`src/rtl/uart_tx_fifo.sv`:
```
// uart_tx_fifo: byte queue in front of a UART transmitter.
// A producer writes bytes at full clock rate. The FIFO holds up to DEPTH of them.
// A three-state launcher hands one byte at a time to the UART over the
// tx_data/tx_en handshake.
//
// Handshake summary:
//   Producer side: a byte is accepted on a rising edge where wr_en=1 and full=0.
//     If wr_en=1 while full=1, the byte is dropped and overflow pulses in the next
//     cycle.
//   UART side: tx_en/tx_data are registered. Both are held constant from launch until
//     the cycle after tx_done.
//     The head entry is popped only when tx_done arrives in SEND, so count includes
//     the byte that is currently on the line.
module uart_tx_fifo #(
    parameter int WIDTH = 8,
    parameter int DEPTH = 16,
    localparam int ADDR_W = $clog2(DEPTH)
) (
    input  logic              clk,
    input  logic              reset,
    input  logic [WIDTH-1:0]  wr_data,
    input  logic              wr_en,
    output logic              full,
    output logic              empty,
    output logic [ADDR_W:0]   count,
    output logic              overflow,
    output logic [WIDTH-1:0]  tx_data,
    output logic              tx_en,
    input  logic              tx_busy,
    input  logic              tx_done
);

    localparam logic [ADDR_W:0] FULL_COUNT = (ADDR_W + 1)'(DEPTH);

    typedef enum logic [1:0] {
        ST_IDLE = 2'd0,
        ST_SEND = 2'd1,
        ST_GAP  = 2'd2
    } state_t;

    // Launcher state, kept as a named signal so checkers can bind to it.
    state_t             state_q;

    logic [WIDTH-1:0]   mem [DEPTH];
    logic [ADDR_W-1:0]  wptr_q, wptr_d;
    logic [ADDR_W-1:0]  rptr_q, rptr_d;
    logic [ADDR_W:0]    count_q, count_d;
    logic               overflow_q, overflow_d;
    logic [WIDTH-1:0]   tx_data_q;
    logic               tx_en_q;
    logic               push;
    logic               pop;

    // Full is judged on the registered count only, so a same-cycle pop never makes room.
    assign full     = (count_q == FULL_COUNT);
    assign empty    = (count_q == '0);
    assign count    = count_q;
    assign overflow = overflow_q;
    assign tx_data  = tx_data_q;
    assign tx_en    = tx_en_q;

    assign push = wr_en && !full;
    assign pop  = (state_q == ST_SEND) && tx_done;

    // Next-state for pointers, occupancy and the overflow pulse.
    always_comb begin
        wptr_d     = wptr_q;
        rptr_d     = rptr_q;
        count_d    = count_q;
        overflow_d = wr_en && full;
        if (push) begin
            wptr_d = wptr_q + ADDR_W'(1);
        end
        if (pop) begin
            rptr_d = rptr_q + ADDR_W'(1);
        end
        unique case ({push, pop})
            2'b10:   count_d = count_q + (ADDR_W + 1)'(1);
            2'b01:   count_d = count_q - (ADDR_W + 1)'(1);
            default: count_d = count_q;
        endcase
    end

    // FIFO bookkeeping registers.
    always_ff @(posedge clk or posedge reset) begin
        if (reset) begin
            wptr_q     <= '0;
            rptr_q     <= '0;
            count_q    <= '0;
            overflow_q <= 1'b0;
        end else begin
            wptr_q     <= wptr_d;
            rptr_q     <= rptr_d;
            count_q    <= count_d;
            overflow_q <= overflow_d;
        end
    end

    // Storage array; contents need no reset because the pointers define validity.
    always_ff @(posedge clk) begin
        if (push) begin
            mem[wptr_q] <= wr_data;
        end
    end

    // Launcher: IDLE -> SEND on data and idle UART, SEND -> GAP on tx_done,
    // GAP -> IDLE once the UART reports not busy.
    always_ff @(posedge clk or posedge reset) begin
        if (reset) begin
            state_q   <= ST_IDLE;
            tx_en_q   <= 1'b0;
            tx_data_q <= '0;
        end else begin
            unique case (state_q)
                ST_IDLE: begin
                    if (!empty && !tx_busy) begin
                        tx_data_q <= mem[rptr_q];
                        tx_en_q   <= 1'b1;
                        state_q   <= ST_SEND;
                    end
                end
                ST_SEND: begin
                    if (tx_done) begin
                        tx_en_q <= 1'b0;
                        state_q <= ST_GAP;
                    end
                end
                ST_GAP: begin
                    if (!tx_busy) begin
                        state_q <= ST_IDLE;
                    end
                end
                default: begin
                    tx_en_q <= 1'b0;
                    state_q <= ST_IDLE;
                end
            endcase
        end
    end

endmodule

```
`config.mk`:
```
export PLATFORM = sky130hd
export DESIGN_NAME = uart_tx_fifo
export DESIGN_NICKNAME = d
export VERILOG_FILES = /design/src/rtl/uart_tx_fifo.sv
export SDC_FILE = /design/constraint.sdc
export NUM_CORES = 1
export LEC_CHECK = 0
export BUFFER_PORTS_ARGS = -buffer_cell sky130_fd_sc_hd__buf_2
export CELL_PAD_IN_SITES_DETAIL_PLACEMENT = 0
export CELL_PAD_IN_SITES_GLOBAL_PLACEMENT = 1
export CORE_ASPECT_RATIO = 0.8
export CORE_UTILIZATION = 45
export CTS_BUF_LIST = sky130_fd_sc_hd__clkbuf_8
export CTS_CLUSTER_SIZE = 16
export DETAILED_ROUTE_END_ITERATION = 8
export PLACE_DENSITY = 0.8
export SKIP_CTS_REPAIR_TIMING = 1
export SLEW_MARGIN = 15
export SYNTH_ARGS = -nofsm -noshare
export SYNTH_HDL_FRONTEND = slang
export SYNTH_SLANG_ARGS = --single-unit
```
`constraint.sdc`:
```
create_clock -name clk -period 5.1 [get_ports clk]
set_input_delay 1.02 -clock clk [delete_from_list [all_inputs] [get_ports clk]]
set_output_delay 1.02 -clock clk [all_outputs]
set_load 0.01 [all_outputs]
```
== Word-level counts from Yosys, hierarchy flattened ==
Memories as Yosys holds them, arrays and structs flattened. A register that Yosys moved wholly into a read port is not among the register bits.
Index checks and enable logic that the tools add are counted.

* Flip-flop bits (word level): 17
* Bits in writable memories: 128
* Word-level logic and storage cells: 43
* Memories: 1

* Add/subtract/negate cells: 4
* Equal/unequal tests: 8
* Mux-type cells: 10
* Bitwise operators: 1
* Reductions and logical operators: 13

{| class="wikitable"
|+ Memory list
! name !! words !! bits a word !! read ports !! clocked after Yosys merged registers in !! write ports !! RTL line !! text
|-
| mem || 16 || 8 || 1 || 1 || 1 || 44 || <nowiki>logic [WIDTH-1:0] mem [DEPTH];</nowiki>
|}

{| class="wikitable"
|+ Operators by type and width
! cell !! number
|-
| one-hot mux 5 bit (2 select lines) || 1
|-
| adder 4 x 1 -> 4 bit (second input constant) || 2
|-
| 2-to-1 mux 2 bit || 3
|-
| inequality test 2 bit (second input constant) || 3
|-
| one-hot mux 2 bit (3 select lines) || 1
|-
| AND reduction 3 bit || 2
|-
| adder 5 x 1 -> 5 bit (second input constant) || 1
|-
| == test 5 bit (second input constant) || 1
|-
| zero test 5 bit || 1
|-
| subtractor 5 x 1 -> 5 bit (second input constant) || 1
|-
| == test 2 x 1 -> 1 bit (second input constant) || 2
|-
| == test 2 bit (second input constant) || 2
|-
| logical AND 1 bit || 4
|-
| 2-to-1 mux 1 bit || 4
|-
| zero test 1 bit || 3
|-
| one-hot mux 1 bit (3 select lines) || 1
|-
| zero test 2 bit || 1
|-
| AND reduction 2 bit || 1
|-
| nonzero test 2 bit || 1
|-
| inverter 1 bit || 1
|}

== Longest topological paths before layout ==
Gate-level depths: netlist (run 1).

* Word-level depth: 5
* Mapped depth: 12

== Worst setup path before layout (run 1) ==
No wires, ideal clock.

* Path kind: input -> register
* From: in wr_en
* To: reg count_q[4], in the netlist count[4]
* Library setup time: 0.123 ns
* Arrival time: 2.807 ns
* Path slack: 2.170 ns
* Stages: 10
* Cells stage by stage: a21boi_1 -> inv_1 -> ha_1 -> clkbuf_1 -> xor2_1 -> ha_1 -> and3b_1 -> o21ai_0 -> a31oi_1 -> xnor2_1

* Longest elaborated chain between the ends: 3
* Elaborated cells between the ends (all ways): 5

{| class="wikitable"
|+ Ends and longest elaborated chain
! element !! RTL line !! text
|-
| from (decl) || 22 || <nowiki>input logic wr_en,</nowiki>
|-
| logical AND 1 bit (*) || 62 || <nowiki>assign push = wr_en && !full;</nowiki>
|-
| == test 2 x 1 -> 1 bit or == test 2 bit (tied branches) || 77 || <nowiki>unique case ({push, pop})</nowiki>
|-
| one-hot mux 5 bit (2 select lines) or nonzero test 2 bit (tied branches) || - ||
|-
| to (signal assigned) || 94 || <nowiki>count_q <= count_d;</nowiki>
|-
| to (decl) || 47 || <nowiki>logic [ADDR_W:0] count_q, count_d;</nowiki>
|}

Every way passes the cells marked *; elsewhere a longest branch is shown, timed or not.
A chain may end at the register's enable or synchronous reset.

== Final worst setup path (run 1) ==
* From: reg count_q[0], in the netlist count[0]
* To: out empty

* Longest elaborated chain between the ends: 1

{| class="wikitable"
|+ Ends and longest elaborated chain
! element !! RTL line !! text
|-
| zero test 5 bit || 56 || <nowiki>assign empty = (count_q == '0);</nowiki>
|-
| to (decl) || 24 || <nowiki>output logic empty,</nowiki>
|}

No other way between the ends.

==> metrics.yaml, run 1 <==
status: "completed"
crit_slowest_cell: "or4_4"
min_period_over_period_pct: 56.4
grt_pass1_vias: 3075
gr-usage-met3_pct: 4.54
clock_path_buffers: 2
path_buf_inv: 1
synth_cell_type_count: 40
critPathMaxStageDelay_ns: 0.61
drv_cap: 0
p_seq_share_pct: 47.4
place_hpwl_um: 7440
synth_xor_xnor_area_share_pct: 1.69
wl_per_cell_um: 21.6
wl_um: 11800
met1_usage_pct: 25.6
synth_seq_cells: 153
synth_top_family_by_area: "multiplexers"
worstPathMaxFanout: 7
setup.worst_path.start_class: "flop"
busiest_layer: "met2"
cts_buffers: 17
drt-pass1-iter-count: 4
h-tree-depth: 4
hold_viol_final: 0
power_frac_comb_pct: 28.0
insertion_delay_ns: 0.46
drtIter0Drc: 228
clockPowerShare_pct: 24.6
vdd_drop_max_uv: 251
r2r-start: "count[2]$_DFFE_PP0P_"
gp_congestion: 0.774
ant_nets: 0
use_met2_pct: 27.5
power.total_mw: 3.74
die_area_sq_um: 14300
fillers: 1038
drv_slew: 0
place_area_sq_um: 6490
cp-end-kind: "output pin"
drcViolationCount: 0
fin_area_sq_um: 6890
synthMuxAreaShare_pct: 14.6
cts_tree: "built"
r2r_slack_ns: 2.23
netlist_instances: 328
setup_violations: 0
overflow: 0
synth_fp_nets: 349
syn_avg_cell_area_sq_um: 18.9
critPathLaunch: "count[0]$_DFFE_PP0P_"
crit_chain: "or4_4 > nor2_1 > buf_2"
cts.sinks: 153
layout_setup_ws_ns: 2.22
rows: 37
preCtsSetupSlack_ns: 1.74
io_pins: 30
path_class: "reg2out"
p_leak_nw: 2.39
nNetsFinal: 382
clk_pin_slew_ns: 0.08
cts_root_buf: "clkbuf_8"
drive_gt1_share_pct: 28.4
path_depth: 3
tightest_slew_ns: 1.13
synth_fa_ha_area_share_pct: 1.61
antenna_found_initial: 0
syn_to_final_growth_pct: 11.2
fmax_mhz: 348
min_period_ns: 2.88
synth_compound_area_share_pct: 3.73
synth-simple-area-share_pct: 4.46
viasPerCell: 5.50
cp.required_ns: 4.08
grt_pass1_wl_um: 18200
rsz0062_at_grt: "false"
yosys_warnings: 0
worstHoldPathType: "reg2reg"
cp-endpoint: "empty"
die_x_um: 133
p_sw_mw: 1.19
num_vias: 3016
initial_core_util_pct: 47.2
p_int_mw: 2.55
syn_area_sq_um: 6200
crit_arrival_ns: 1.86
r2r-end: "mem[3][6]$_DFFE_PP_"
grt_usage_pct: 18.4
grt_max_degree: 34
relSlewSlack_pct: 24.1
p_per_area_nw_per_um2: 542
cpLargestDelayFamily: "simple AND/OR/NAND/NOR gates"
io_buffers: 29
core_sq_um: 13100
rr_worst_depth: 4
seq_area_frac_synth_pct: 72.1
diodes: 0
fin_util_pct: 52.4
swShare_pct: 31.8
die_h_um: 107
tns_ns: 0
skew_ns: 0.0119
==> cell families after synthesis <==
kind of cell | after synthesis
xor+xnor | 12
fa+ha+maj | 8
simple gates | 58
compound gates | 24
flops | 153
mux | 50
buf+inv | 23
==> power groups by stage <==
stage | Combinational, mW | Clock (mW) | Sequential [mW]
2_1_floorplan | 0.876 | 0 | 1.68
3_3_place_gp | 1.04 | 0 | 1.79
3_5_place_dp | 1.06 | 0 | 1.80
4_1_cts | 1.06 | 0.936 | 1.77
5_1_grt | 1.14 | 0.984 | 1.80
6_report | 1.05 | 0.920 | 1.77
==> sequential cells by signal, summed over array words and instances (netlist names) <==
name and flops:
state_q 2, mem 128, tx_data 8, count 5, wptr_q 4, rptr_q 4, tx_en 1, overflow 1
==> per-stage QoR <==
stage / std cells / hold slack [ns]
detailed placement: 517 / 0.473
global route: 548 / 0.525
CTS: 548 / 0.499
floorplan: 328 / 0.499
global placement: 517 / 0.476
finish: 548 / 0.497
==> worst min-delay path: cells and delay by family (launching register included) <==
family,cells,cell delay (ns)
flip-flops,1,0.34
AO/OA/AOI/OAI,1,0.05
AND/OR/NAND/NOR,1,0.07
==> cell usage in the layout, fill, tap and decap left out, drive strengths merged, types with 2 or more instances in the layout <==
cell type and n:
dfrtp 25, nor2 19, o221ai 8, nor2b 2, nand2b 3, buf 31, nor3 5, nand4 2
clkinvlp 2, o22ai 2, nand2 18, clkinv 3, mux2 2, ha 8, mux2i 16, mux4 32
or2 2, bufinv 3, edfxtp 128, xnor2 8, clkbuf 18, inv 11, xor2 4, a21oi 2
o21ai 5
==> worst min path at each step <==
stage / start / slack [ns] / endpoint / cells past startpoint
floorplan: state_q[1]$_DFFE_PP0P_ / 0.50 / state_q[0]$_DFFE_PP0P_ / 1
global placement: tx_data[6]$_DFFE_PP0P_ / 0.48 / tx_data[6]$_DFFE_PP0P_ / 2
detailed placement: tx_data[6]$_DFFE_PP0P_ / 0.47 / tx_data[6]$_DFFE_PP0P_ / 2
CTS: tx_data[6]$_DFFE_PP0P_ / 0.50 / tx_data[6]$_DFFE_PP0P_ / 2
global route: tx_data[6]$_DFFE_PP0P_ / 0.53 / tx_data[6]$_DFFE_PP0P_ / 2
finish: tx_data[6]$_DFFE_PP0P_ / 0.50 / tx_data[6]$_DFFE_PP0P_ / 2
==> cells in the mapped netlist (all sizes together) <==
cell	n	area, sq um
clkbuf	5	18.8
a21boi	1	7.51
a22oi	1	7.51
a31oi	1	6.26
and3	1	6.26
xor2	4	35.0
nor4b	1	8.76
o221ai	8	120
a211oi	1	7.51
or2b	1	7.51
xnor2	8	70.1
buf	12	75.1
a21oi	2	10.0
ha	8	100
o31ai	1	7.51
or4	1	11.3
nand2	18	67.6
a21o	1	7.51
mux2	2	22.5
or2	2	12.5
nand2b	3	18.8
nor3	5	25.0
mux2i	16	160
o31a	1	8.76
nand4	2	12.5
and3b	1	8.76
edfxtp	128	3840
nor2	19	71.3
nor4	1	6.26
o21ai	5	36.3
mux4	32	721
nand3b	1	7.51
inv	6	22.5
nor2b	2	12.5
o22ai	2	12.5
dfrtp	25	626
==> routing by layer <==
metal | up-vias | share of wire (%)
li1 | 1357 | -
met4 | 0 | 1.6
met5 | - | 0
met2 | 86 | 47
met1 | 1556 | 45
met3 | 17 | 6.8
==> cell type report <==
cell class / instances / area, sq um / area share, %
clock buffers: 18 / 248 / 3.59
repair buffers: 31 / 160 / 2.32
well taps: 175 / 219 / 3.18
inverters: 6 / 22.5 / 0.327
multi-input cells: 152 / 1630 / 23.7
flip-flops and latches: 153 / 4470 / 64.8
clock inverters: 13 / 143 / 2.07
Note: power is estimated with default switching activity, not from simulation.
==> run 2: changes to the inputs <==
--- a/config.mk
+++ b/config.mk
@@ -5,6 +5,7 @@
 export SDC_FILE = /design/constraint.sdc
 export NUM_CORES = 1
 export LEC_CHECK = 0
+export ABC_AREA = 1
 export BUFFER_PORTS_ARGS = -buffer_cell sky130_fd_sc_hd__buf_2
 export CELL_PAD_IN_SITES_DETAIL_PLACEMENT = 0
 export CELL_PAD_IN_SITES_GLOBAL_PLACEMENT = 1
@@ -13,7 +14,7 @@
 export CTS_BUF_LIST = sky130_fd_sc_hd__clkbuf_8
 export CTS_CLUSTER_SIZE = 16
 export DETAILED_ROUTE_END_ITERATION = 8
-export PLACE_DENSITY = 0.8
+export PLACE_DENSITY = 0.88
 export SKIP_CTS_REPAIR_TIMING = 1
 export SLEW_MARGIN = 15
 export SYNTH_ARGS = -nofsm -noshare
==> constraint.sdc (replaced) <==
create_clock -name clk -period 2.6 [get_ports clk]
set_input_delay 0.52 -clock clk [delete_from_list [all_inputs] [get_ports clk]]
set_output_delay 0.52 -clock clk [all_outputs]
set_load 0.01 [all_outputs]
==> metrics.yaml, run 2 <==
final_cell_mix: "nand2_1 (222), edfxtp_1 (128), inv_1 (121), nand3_1 (103), buf_2 (29)"
swShare_pct: 37.8
fmax_mhz: 464
crit_arrival_ns: 2.22
yosys-top-cells-area: "edfxtp_1 (56%), nand2_1 (12%), dfrtp_1 (9.2%), nand3_1 (7.6%), inv_1 (6.4%)"
status: "completed"
min_period_over_period_pct: 83.0
die_x_um: 140
wl_um: 14400
clk_pin_slew_ns: 0.08
fillers: 1286
hold_viol_final: 0
die_h_um: 112
setup.worst_path.start_class: "flop"
synth_top_area_share_pct: 56.3
synth_edf_count: 128
cp.required_ns: 2.67
grt_pass1_vias: 4614
worstHoldPathType: "in2async"
cts_buffers: 17
viasPerCell: 5.07
yosysMostFrequentCell: "nand2_1"
syn_avg_cell_area_sq_um: 9.99
synth_cell_type_count: 25
grt_usage_pct: 20.2
power_frac_comb_pct: 35.7
insertion_delay_ns: 0.44
cts_root_buf: "clkbuf_8"
grt_pass1_wl_um: 23700
clock_path_buffers: 2
drive_gt1_share_pct: 11.5
overflow: 0
drtIter0Drc: 372
drv_slew: 0
io_buffers: 29
h-tree-depth: 4
regMostFlops: "mem"
r2r_slack_ns: 0.44
seq_area_frac_synth_pct: 65.5
synthTopCellsByCount: "nand2_1 (222), edfxtp_1 (128), inv_1 (117), nand3_1 (103), dfrtp_1 (25)"
grt_max_degree: 67
relSlewSlack_pct: 35.4
io_pins: 30
async_flop_share_pct: 16.3
preCtsSetupSlack_ns: 0.413
netlist_instances: 683
syn_area_sq_um: 6820
drv_cap: 0
tns_ns: 0
vdd_drop_max_uv: 612
initial_core_util_pct: 46.9
worstPathMaxFanout: 15
syn_to_final_growth_pct: 11.2
wl_per_cell_um: 15.6
rsz0062_at_grt: "false"
diodes: 0
min_period_ns: 2.16
p_sw_mw: 2.96
p_seq_share_pct: 41.5
ant_nets: 0
die_area_sq_um: 15700
path_class: "reg2reg"
yosys_warnings: 0
final_common_cell: "nand2_1"
antenna_found_initial: 0
synth_seq_cells: 153
drcViolationCount: 0
num_vias: 4665
tightest_slew_ns: 0.968
nNetsFinal: 745
fin_util_pct: 52.2
clockPowerShare_pct: 22.8
synth_fp_nets: 704
cp-end-kind: "flop"
core_sq_um: 14500
gp_congestion: 0.863
skew_ns: 0.0114
cts_tree: "built"
ys.flop_type: "edfxtp_1"
p_int_mw: 4.87
setup_violations: 0
p_per_area_nw_per_um2: 1030
rows: 39
drt-pass1-iter-count: 5
p_leak_nw: 3.48
largest_reg_flops: 128
layout_setup_ws_ns: 0.443
place_hpwl_um: 9360
cts.sinks: 153
synth_top_area_cell: "edfxtp_1"
==> run 2: kinds of logic (layout without fill, tap and decap cells) <==
kind of cell	count (synthesis)	in the layout	share of synthesized area, %
simple gates	356	356	22.1
flops	153	153	65.5
buf+inv	148	202	8.91
xor+xnor	11	11	1.41
fa+ha+maj	8	8	1.47
compound gates	7	7	0.605
==> run 2: final cells by class <==
class / count / area (sq um) / area share [%]
Sequential cell: 153 / 4470 / 58.9
Multi-Input combinational cell: 382 / 1750 / 23.0
Inverter: 121 / 454 / 5.98
Timing Repair Buffer: 49 / 295 / 3.89
Clock buffer: 21 / 289 / 3.81
Tap cell: 184 / 230 / 3.03
Clock inverter: 11 / 105 / 1.38
==> run 2: path summary, 6_finish.rpt <==
path | startpoint | endpoint | cells past startpoint
hold reg to reg | tx_en$_DFFE_PP0P_ | tx_en$_DFFE_PP0P_ | 2
setup reg to reg | count[2]$_DFFE_PP0P_ | mem[3][0]$_DFFE_PP_ | 7
min in group clk | wr_en | overflow$_DFF_PP0_ | 3
setup / recovery | count[2]$_DFFE_PP0P_ | mem[3][0]$_DFFE_PP_ | 7
hold / removal | reset | tx_data[7]$_DFFE_PP0P_ | 2
max in group asynchronous | reset | rptr_q[0]$_DFFE_PP0P_ | 2
==> run 2: critical path, stage by stage (launching register included) <==
cell	delay (ns)
dfrtp_1	0.44
nor2_1	0.09
nand3_1	0.15
nand2_2	0.07
buf_4	0.19
inv_1	0.13
nand2_2	0.11
nor2_1	0.60
==> run 2: through the flow <==
stage               cell area, sq um  hold slack [ns]  power (mW)  cells
floorplan                       6820            0.505        5.31    683
global placement                7200            0.450        6.02    889
detailed placement              7200            0.455        6.09    889
CTS                             7590            0.263        7.87    921
global route                    7590            0.277        8.38    921
finish                          7590            0.287        7.83    921
==> run 2: power groups by stage <==
stage / Sequential (mW) / Clock, mW / Combinational (mW)
3_5_place_dp: 3.30 / 0 / 2.79
2_1_floorplan: 3.30 / 0 / 2.01
5_1_grt: 3.29 / 1.93 / 3.16
3_3_place_gp: 3.28 / 0 / 2.74
4_1_cts: 3.25 / 1.82 / 2.80
6_report: 3.25 / 1.79 / 2.80
==> run 2: routing by layer <==
layer	global-route usage (%)	vias up	wire, um
met1	27.8	2230	6690
met2	31.8	149	6650
met3	3.67	20	788
met4	8.64	0	228
li1	-	2266	-
met5	0	-	0
==> run 3: changes to the inputs <==
--- a/config.mk
+++ b/config.mk
@@ -5,7 +5,7 @@
 export SDC_FILE = /design/constraint.sdc
 export NUM_CORES = 1
 export LEC_CHECK = 0
-export ABC_AREA = 1
+export ABC_AREA = 0
 export BUFFER_PORTS_ARGS = -buffer_cell sky130_fd_sc_hd__buf_2
 export CELL_PAD_IN_SITES_DETAIL_PLACEMENT = 0
 export CELL_PAD_IN_SITES_GLOBAL_PLACEMENT = 1
@@ -14,7 +14,7 @@
 export CTS_BUF_LIST = sky130_fd_sc_hd__clkbuf_8
 export CTS_CLUSTER_SIZE = 16
 export DETAILED_ROUTE_END_ITERATION = 8
-export PLACE_DENSITY = 0.88
+export PLACE_DENSITY = 0.82
 export SKIP_CTS_REPAIR_TIMING = 1
 export SLEW_MARGIN = 15
 export SYNTH_ARGS = -nofsm -noshare
==> constraint.sdc (replaced) <==
create_clock -name clk -period 1.96 [get_ports clk]
set_input_delay 0.392 -clock clk [delete_from_list [all_inputs] [get_ports clk]]
set_output_delay 0.392 -clock clk [all_outputs]
set_load 0.01 [all_outputs]
==> metrics.yaml, run 3 (synthesis gave the netlist of run 1 again) <==
status: "finished, violations left"
failed_checks: "setup timing"
hold_viol_final: 0
fmax_mhz: 456
fillers: 1003
vdd_drop_max_uv: 718
path_class: "reg2out"
dp_cells: 541
gp_congestion: 0.793
die_x_um: 133
cts.sinks: 153
min_period_ns: 2.19
p_seq_share_pct: 41.4
cp-end-kind: "output pin"
nNetsFinal: 420
largest_reg_flops: 128
r2r-start: "count[3]$_DFFE_PP0P_"
grt_pass1_vias: 3108
overflow: 0
drive_gt1_share_pct: 42.0
p_int_mw: 7.04
drcViolationCount: 0
core_sq_um: 13100
h-tree-depth: 4
layout.cells.non_filler: 587
die_area_sq_um: 14300
rsz0062_at_grt: "true"
cts_tree: "built"
num_vias: 3189
rows: 37
multi_input_area_sq_um: 1800
p_per_area_nw_per_um2: 1420
drv_cap: 0
initial_core_util_pct: 47.2
io_pins: 30
drv_slew: 0
tns_ns: -0.885
skew_ns: 0.0115
io_buffers: 29
swShare_pct: 33.4
grt_usage_pct: 17.6
viasPerCell: 5.43
drtIter0Drc: 229
r2r_slack_ns: -0.14
worstPathMaxFanout: 3
drt-pass1-iter-count: 4
antenna_found_initial: 0
setup_violations: 13
fin_util_pct: 56.7
register_area_sq_um: 4470
final_common_cell: "edfxtp_1"
worstHoldPathType: "in2async"
power_frac_comb_pct: 36.0
cts_buffers: 17
syn_to_final_growth_pct: 20.1
clk_pin_slew_ns: 0.09
grt_pass1_wl_um: 17800
clockPowerShare_pct: 22.6
p_leak_nw: 2.61
clock_path_buffers: 2
regMostFlops: "mem"
relSlewSlack_pct: 68.4
critPathLaunch: "count[3]$_DFFE_PP0P_"
grt_max_degree: 34
crit_arrival_ns: 1.80
setup.worst_path.start_class: "flop"
hold-worst-slack_ns: 0.00834
wl_per_cell_um: 20.3
ant_nets: 0
tightest_slew_ns: 0.474
p_sw_mw: 3.53
die_h_um: 107
wl_um: 11900
min_period_over_period_pct: 112
final_cell_mix: "edfxtp_1 (128), mux4_2 (32), buf_4 (32), buf_2 (28), dfrtp_1 (23)"
diodes: 0
place_hpwl_um: 7590
insertion_delay_ns: 0.44
layout_setup_ws_ns: -0.235
cp.required_ns: 1.57
cts_root_buf: "clkbuf_8"
==> run 3: power by group through the flow <==
| stage | Combinational (mW) | Sequential, mW | Clock, mW |
|---|---|---|---|
| after floorplan | 2.34 | 4.39 | 0 |
| after global placement | 3.40 | 4.40 | 0 |
| after detailed placement | 3.46 | 4.44 | 0 |
| after CTS | 3.48 | 4.36 | 2.43 |
| after global routing | 4.11 | 4.44 | 2.55 |
| final | 3.80 | 4.38 | 2.39 |
==> run 3: routing by layer <==
layer  track usage (%)  vias to the layer above  part of all wire, %
li1                  -                     1438                    -
met1              24.5                     1648                   44
met2              27.5                       90                   49
met3              4.54                       13                  5.4
met4              5.11                        0                  1.2
met5                 0                        -                    0
==> run 3: critical path: stages (launching register included) <==
cell and delay (ns):
dfrtp_1 0.43, buf_6 0.14, or4_4 0.56, nor2_1 0.11, buf_2 0.13
==> run 3: through the flow <==
| step | area [sq um] | power [mW] | worst slack (ns) |
|---|---|---|---|
| floorplan | 6260 | 6.73 | -0.323 |
| global placement | 6770 | 7.80 | -0.0669 |
| detailed placement | 6770 | 7.90 | -0.136 |
| CTS | 7170 | 10.3 | -0.366 |
| global route | 7450 | 11.1 | -0.319 |
| finish | 7450 | 10.6 | -0.235 |
==> run 3: final cells by class <==
type	instances	area share (%)
flip-flops and latches	153	60.0
multi-input cells	152	24.2
repair buffers	69	7.17
clock buffers	17	3.14
well taps	175	2.94
clock inverters	15	2.22
inverters	6	0.302
==> run 3: path summary, 6_finish.rpt <==
path	endpoint	depth (start not counted)
min	tx_en$_DFFE_PP0P_	3
max in group asynchronous	rptr_q[2]$_DFFE_PP0P_	3
min reg2reg	tx_data[0]$_DFFE_PP0P_	2
max	full	4
max reg2reg	count[4]$_DFFE_PP0P_	10
min in group clk	overflow$_DFF_PP0_	2
